`src/rtl/multu_hilo.sv`:
```
// Sequential 32x32 unsigned multiplier (MULTU) with a HiLo result register.
// It uses shift-add, one multiplier bit per clock, and reads the result back through MFHI/MFLO.
module multu_hilo #(
    parameter int         WIDTH = 32,
    parameter logic [5:0] MULTU = 6'b011001,
    parameter logic [5:0] MFHI  = 6'b010000,
    parameter logic [5:0] MFLO  = 6'b010010
) (
    input  logic             clk,
    input  logic             reset,
    input  logic             start,
    input  logic [WIDTH-1:0] dataA,
    input  logic [WIDTH-1:0] dataB,
    input  logic [5:0]       Signal,
    output logic [WIDTH-1:0] dataOut,
    output logic             busy,
    output logic             done
);

    localparam int CW = $clog2(WIDTH) + 1;

    typedef enum logic [1:0] {
        IDLE,
        MUL,
        WRITE
    } state_t;

    state_t           state;
    logic [WIDTH-1:0] mcand;
    logic [WIDTH-1:0] hi;
    logic [WIDTH-1:0] lo;
    logic [2*WIDTH:0] product;
    logic [2*WIDTH:0] step;
    logic [WIDTH:0]   upper_sum;
    logic [CW-1:0]    count;

    // The extra top bit holds the carry, so an all-ones by all-ones product stays exact.
    always_comb begin
        upper_sum = {1'b0, product[2*WIDTH-1:WIDTH]} + {1'b0, mcand};
        step      = product[0] ? {upper_sum, product[WIDTH-1:0]} : product;
    end

    always_ff @(posedge clk or negedge reset) begin
        if (!reset) begin
            state   <= IDLE;
            mcand   <= '0;
            product <= '0;
            count   <= '0;
            hi      <= '0;
            lo      <= '0;
            busy    <= 1'b0;
            done    <= 1'b0;
        end else begin
            done <= 1'b0;
            case (state)
                IDLE: begin
                    if (start && (Signal == MULTU)) begin
                        mcand   <= dataA;
                        product <= {1'b0, {WIDTH{1'b0}}, dataB};
                        count   <= '0;
                        busy    <= 1'b1;
                        state   <= MUL;
                    end
                end
                MUL: begin
                    product <= step >> 1;
                    count   <= count + 1'b1;
                    if (count == CW'(WIDTH - 1)) begin
                        state <= WRITE;
                    end
                end
                WRITE: begin
                    hi    <= product[2*WIDTH-1:WIDTH];
                    lo    <= product[WIDTH-1:0];
                    done  <= 1'b1;
                    busy  <= 1'b0;
                    state <= IDLE;
                end
                default: state <= IDLE;
            endcase
        end
    end

    always_comb begin
        dataOut = '0;
        if (Signal == MFHI) begin
            dataOut = hi;
        end else if (Signal == MFLO) begin
            dataOut = lo;
        end
    end

endmodule

```
`config.mk`:
```
export PLATFORM = sky130hd
export DESIGN_NAME = multu_hilo
export DESIGN_NICKNAME = d
export VERILOG_FILES = /design/src/rtl/multu_hilo.sv
export SDC_FILE = /design/constraint.sdc
export NUM_CORES = 1
export LEC_CHECK = 0
export ABC_AREA = 1
export BUFFER_PORTS_ARGS = -buffer_cell sky130_fd_sc_hd__buf_2
export CAP_MARGIN = 20
export CORE_UTILIZATION = 50
export DETAILED_ROUTE_END_ITERATION = 6
export PLACE_DENSITY = 0.78
export SYNTH_ARGS = -nofsm -noshare
export SYNTH_HDL_FRONTEND = slang
export SYNTH_SLANG_ARGS = --single-unit
```
`constraint.sdc`:
```
create_clock -name clk -period 3.5 [get_ports clk]
set_input_delay 0.35 -clock clk [delete_from_list [all_inputs] [get_ports clk]]
set_output_delay 0.35 -clock clk [all_outputs]
set_load 0.005 [all_outputs]
```
; Yosys cells after proc, flatten, opt, wreduce, memory -nomap -nowiden
; Cells that the tools add are included.
[word_totals]
register_bits = 171
input_bits = 73
output_inout_bits = 34
elab_cells = 39
[classes]
addsub = 2
n_eq_ne = 8
mux = 13
reduce_logical = 8
[op_table]
columns = cell, count
row1 = 2-to-1 mux 65 bit, 2
row2 = case mux 65 bit (2 select lines), 1
row3 = 2-to-1 mux 32 bit, 2
row4 = adder 32 x 32 -> 33 bit, 1
row5 = equality test 6 x 5 -> 1 bit (second input constant), 4
row6 = case mux 6 bit (2 select lines), 1
row7 = AND reduction 2 bit, 4
row8 = adder 6 x 1 -> 6 bit (second input constant), 1
row9 = 2-to-1 mux 6 bit, 1
row10 = 2-to-1 mux 2 bit, 2
row11 = inequality test 2 bit (second input constant), 2
row12 = case mux 2 bit (2 select lines), 1
row13 = nonzero test 2 bit, 2
row14 = equality test 2 x 1 -> 1 bit (second input constant), 1
row15 = equality test 2 bit (second input constant), 1
row16 = zero test 2 bit, 1
row17 = 2-to-1 mux 1 bit, 2
row18 = case mux 1 bit (2 select lines), 1
row19 = logical AND 1 bit, 1

; Logic depth before layout (Yosys ltp)
[depth]
word_depth = 4
depth_mapped = 13
depth_no_buf = 13

; Worst setup path before layout
; No wires, ideal clock.
[synth_path]
path_kind = register to register
startpoint = register product[32]
endpoint = register product[59]
setup_time_ns = 0.116
arrival_ns = 1.770
required_ns = 3.384
setup_slack_ns = 1.613
path_stages_with_launch = 13
path_buffers = 0
period_less_slack_ns = 1.887
cell_sequence = dfrtp_1 > ha_1 > fa_1 > nand3_1 > nand3_1 > nand3_1 > nand3_1 > nand2_1 > nand2_1 > nand2_1 > nand3_1 > nand2_1 > nand2_1
[synth_between]
elab_chain_cells = 3
[synth_rtl]
columns = item, line
row1 = start: declaration, 32  ; logic [2*WIDTH:0] product;
row2 = start signal: assignment, 59  ; product <= {1'b0, {WIDTH{1'b0}}, dataB};
row3 = start signal: assignment, 66  ; product <= step >> 1;
row4 = adder 32 x 32 -> 33 bit, 39  ; upper_sum = {1'b0, product[2*WIDTH-1:WIDTH]} + {1'b0, mcand};
row5 = 2-to-1 mux 65 bit, 40  ; step = product[0] ? {upper_sum, product[WIDTH-1:0]} : product;
row6 = case mux 65 bit (2 select lines), 55  ; case (state)
; Every way passes these cells.
; A chain may end at the register's enable or synchronous reset.

; Worst setup path after layout
[layout_path]
startpoint = register state[1]
endpoint = register product[31]
[layout_between]
elab_chain_cells = 3
elab_cells_between_ends = 6
cone_classes = eq/ne: 2 / mux: 1 / reduce/logical: 3
[layout_rtl]
columns = item, line
row1 = start: declaration, 28  ; state_t state;
row2 = start signal: assignment, 45  ; state <= IDLE;
row3 = start signal: assignment, 62  ; state <= MUL;
row4 = start signal: assignment, 69  ; state <= WRITE;
row5 = equality test 2 x 1 -> 1 bit or zero test 2 bit (tied branches), 55
row6 = nonzero test 2 bit (no line) or inequality test 2 bit (tied branches), n/a
row7 = AND reduction 2 bit (no line), n/a
; Several ways; a longest one is shown, not always the timed one.

==> metrics.txt <==
Horiz. Die Dim 140 um; vias in the first global route 7,930; Top FF cell, synth dfrtp_1; number of H-tree levels 4; grt ovf 0; Fmax 409 MHz; CP Cell Sequence inv_2 -> nand2_1 -> nor3_2 -> nand3_2 -> nand2_1 -> buf_4 -> nor2_1 -> a31oi_1; layout net count 1,473; cell area power density 356 mW/mm^2; 1st-iter DRT viols 665; RSZ-0062 raised after global routing false; IO buf count 106; Clock power frac 46.7%; largest net degree at the start of global routing 130; share of cells above drive strength 1 13.4%; hold violation total from the final report 0; final critical-path required period 2.45 ns; top cell family by delay on the critical path simple AND/OR/NAND/NOR gates; Synth Register Bits 170; Clock Skews 0.0103 ns; io pins 107; Via Count 8,412; EDFF count, synth 0; Ant. Diodes 0; # DRC 0; period utilisation layout 69.9%; most frequent cell on the critical path nand2_1; Worst Setup End Kind register; 1st-pass router iterations 5; Leakage 5.90 nW; Sw Ratio 21.3%; Final ANT Viol Nets 0; Via density 5.22; die footprint 0.0197 mm^2; Worst EP arrival 2.80 ns; maxcap violations 0; synthesized cell area 0.00956 mm^2; async set-or-reset flop fraction in the synthesized netlist 100%; initial antenna violation count 0; CP max stage delay 0.61 ns; CTS root buffer clkbuf_16; outcome complete, no violations; Psw 0.000822 W; core area 0.0187 mm^2; Comb pwr share 2.3%; Syn Area/Cell 7.48 um^2; area delta synth->final 13.2%; clock sinks 170; Startpoint Class register; clk slew on worst S/H paths 0.07 ns; Max Slew Vio Count 0; setup repair bufs after CTS 0; Cells after Synth 1,278; Bufs and invs on worst path 2; total routed wirelength 22.8 mm; final setup fails 0; all-layer global routing usage 24.7%; final RePlAce weighted congestion 0.926; worst min path class in2reg; Clock Latency Late Sink 0.43 ns; Worst-Margin Slew 1.05 ns; Final TNS setup 0 ns; initial core utilization 51.1%; setup slack after layout 1.05 ns; Mapped Nets 1,385; Power Internal 0.00303 W; clk buf depth 2; CTS tree built; sequential area share after synthesis 44.5%; Worst IR Drop VDD 284 uV; YS warnings 0; slowest CP cell nand3_2; Seq pwr share 51.0%; post-CTS sizing 0; first-pass GRT wire length 38.7 mm; Rows 50; footprint of the flip-flops and latches 0.00425 mm^2; Slew HR 29.9%; Req. time, crit path 3.85 ns; pre-CTS setup slack 1.10 ns; Crit Path Max Fanout 46; Die Y 140 um; Synth cell types 32; Fillers 1,693; area of the multi-input gates 0.00430 mm^2; dpl hpwl 16.6 mm; Avg WL per Cell 14.2 um; Num CTS Buffers 17; crit path kind reg2reg
[layout make-up]
| cell class | count | area share (%) |
|---|---|---|
| inverters | 206 | 7.15 |
| clock buffers | 22 | 4.38 |
| repair buffers | 117 | 5.86 |
| flip-flops and latches | 170 | 39.3 |
| well taps | 234 | 2.71 |
| clock inverters | 9 | 0.821 |
| multi-input cells | 854 | 39.8 |
[logic make-up after synthesis]
kind of cell,count (synthesis),synth area share (%)
DFF,170,44.5
buffers and inverters,254,10.6
and+or+nand+nor,564,23.4
AOI/OAI and AO/OA,211,12.0
adders and majority gates,34,4.53
muxes,32,3.77
xor gates and xnor gates,13,1.19
[cell usage after synthesis (3+ instances only)]
cell / number / area, um^2
a21oi_1: 39 / 195
nand3_1: 45 / 225
xor2_1: 13 / 114
buf_2: 20 / 100
nand3b_1: 3 / 22.5
inv_2: 3 / 11.3
buf_6: 3 / 33.8
clkbuf_1: 21 / 78.8
ha_1: 33 / 413
nor2_1: 145 / 544
nand2_2: 4 / 25.0
nor3_1: 3 / 15.0
mux2_2: 25 / 282
mux2_1: 7 / 78.8
nand2_1: 355 / 1330
o22ai_1: 67 / 419
dfrtp_1: 170 / 4250
o21ai_0: 94 / 470
inv_1: 203 / 762
o21ai_1: 6 / 30.0
[registers in the layout, summed over array words and instances, names as in the netlist]
name	count
mcand	32
done	1
busy	1
lo	32
state	2
product	64
hi	32
count	6
[layer usage]
metal	track usage, %	wire length, um	up-vias
met1	35.9	10800	3928
met4	7.52	407	0
met2	38.4	10300	244
li1	-	-	4213
met5	0	0	-
met3	3.25	1290	27
[power groups by stage]
stage	Clock (W)	Combinational, W	Sequential (W)
after floorplan	0	0.00000649	0.00200
after global placement	0	0.0000926	0.00200
final	0.00180	0.0000904	0.00196
after global routing	0.00190	0.000105	0.00196
after CTS	0.00182	0.0000944	0.00196
after detailed placement	0	0.0000928	0.00200
[cell usage in the layout, fill, tap and decap left out, drive strengths merged, types with 2 or more instances in the layout]
cell / count
a21oi: 39
a31oi: 2
and2: 2
buf: 116
clkbuf: 22
clkinv: 3
clkinvlp: 3
dfrtp: 170
ha: 33
inv: 208
mux2: 32
nand2: 359
nand3: 47
nand3b: 3
nor2: 147
nor3: 5
o21ai: 100
o22ai: 67
xor2: 13
[worst register-to-register path, delay by kind of cell (launching register included)]
kind | cells | cell delay (ns)
simple gates | 5 | 1.25
buf+inv | 2 | 0.57
flops | 1 | 0.40
compound gates | 1 | 0.14
[per-stage QoR]
step | power, W | instances | util (%) | hold slack [ns] | area (um^2)
finish | 0.00386 | 1612 | 57.8 | 0.135 | 10800
global route | 0.00396 | 1612 | 57.8 | 0.137 | 10800
CTS | 0.00388 | 1612 | 57.8 | 0.128 | 10800
detailed placement | 0.00209 | 1580 | 54.8 | 0.437 | 10200
global placement | 0.00209 | 1580 | 54.8 | 0.429 | 10200
floorplan | 0.00201 | 1278 | - | 0.0544 | 9560
[path summary, 6_finish.rpt]
path / startpoint / to / slack (ns) / depth (start not counted)
hold / removal: dataA[31] / mcand[31] / 0.13 / 2
max in group asynchronous: reset / mcand[16] / 2.04 / 3
hold reg to reg: count[5] / state[1] / 0.49 / 1
setup reg to reg: state[1] / product[31] / 1.05 / 8
setup / recovery: state[1] / product[31] / 1.05 / 8
min in group asynchronous: reset / lo[26] / 0.52 / 2
[what timing repair did]
action                                  CTS  global route
endpoints found under the setup margin    0             0
endpoints found under the hold margin    27             0
hold buffers                              1             0
Note: power is estimated with default switching activity, not from simulation.
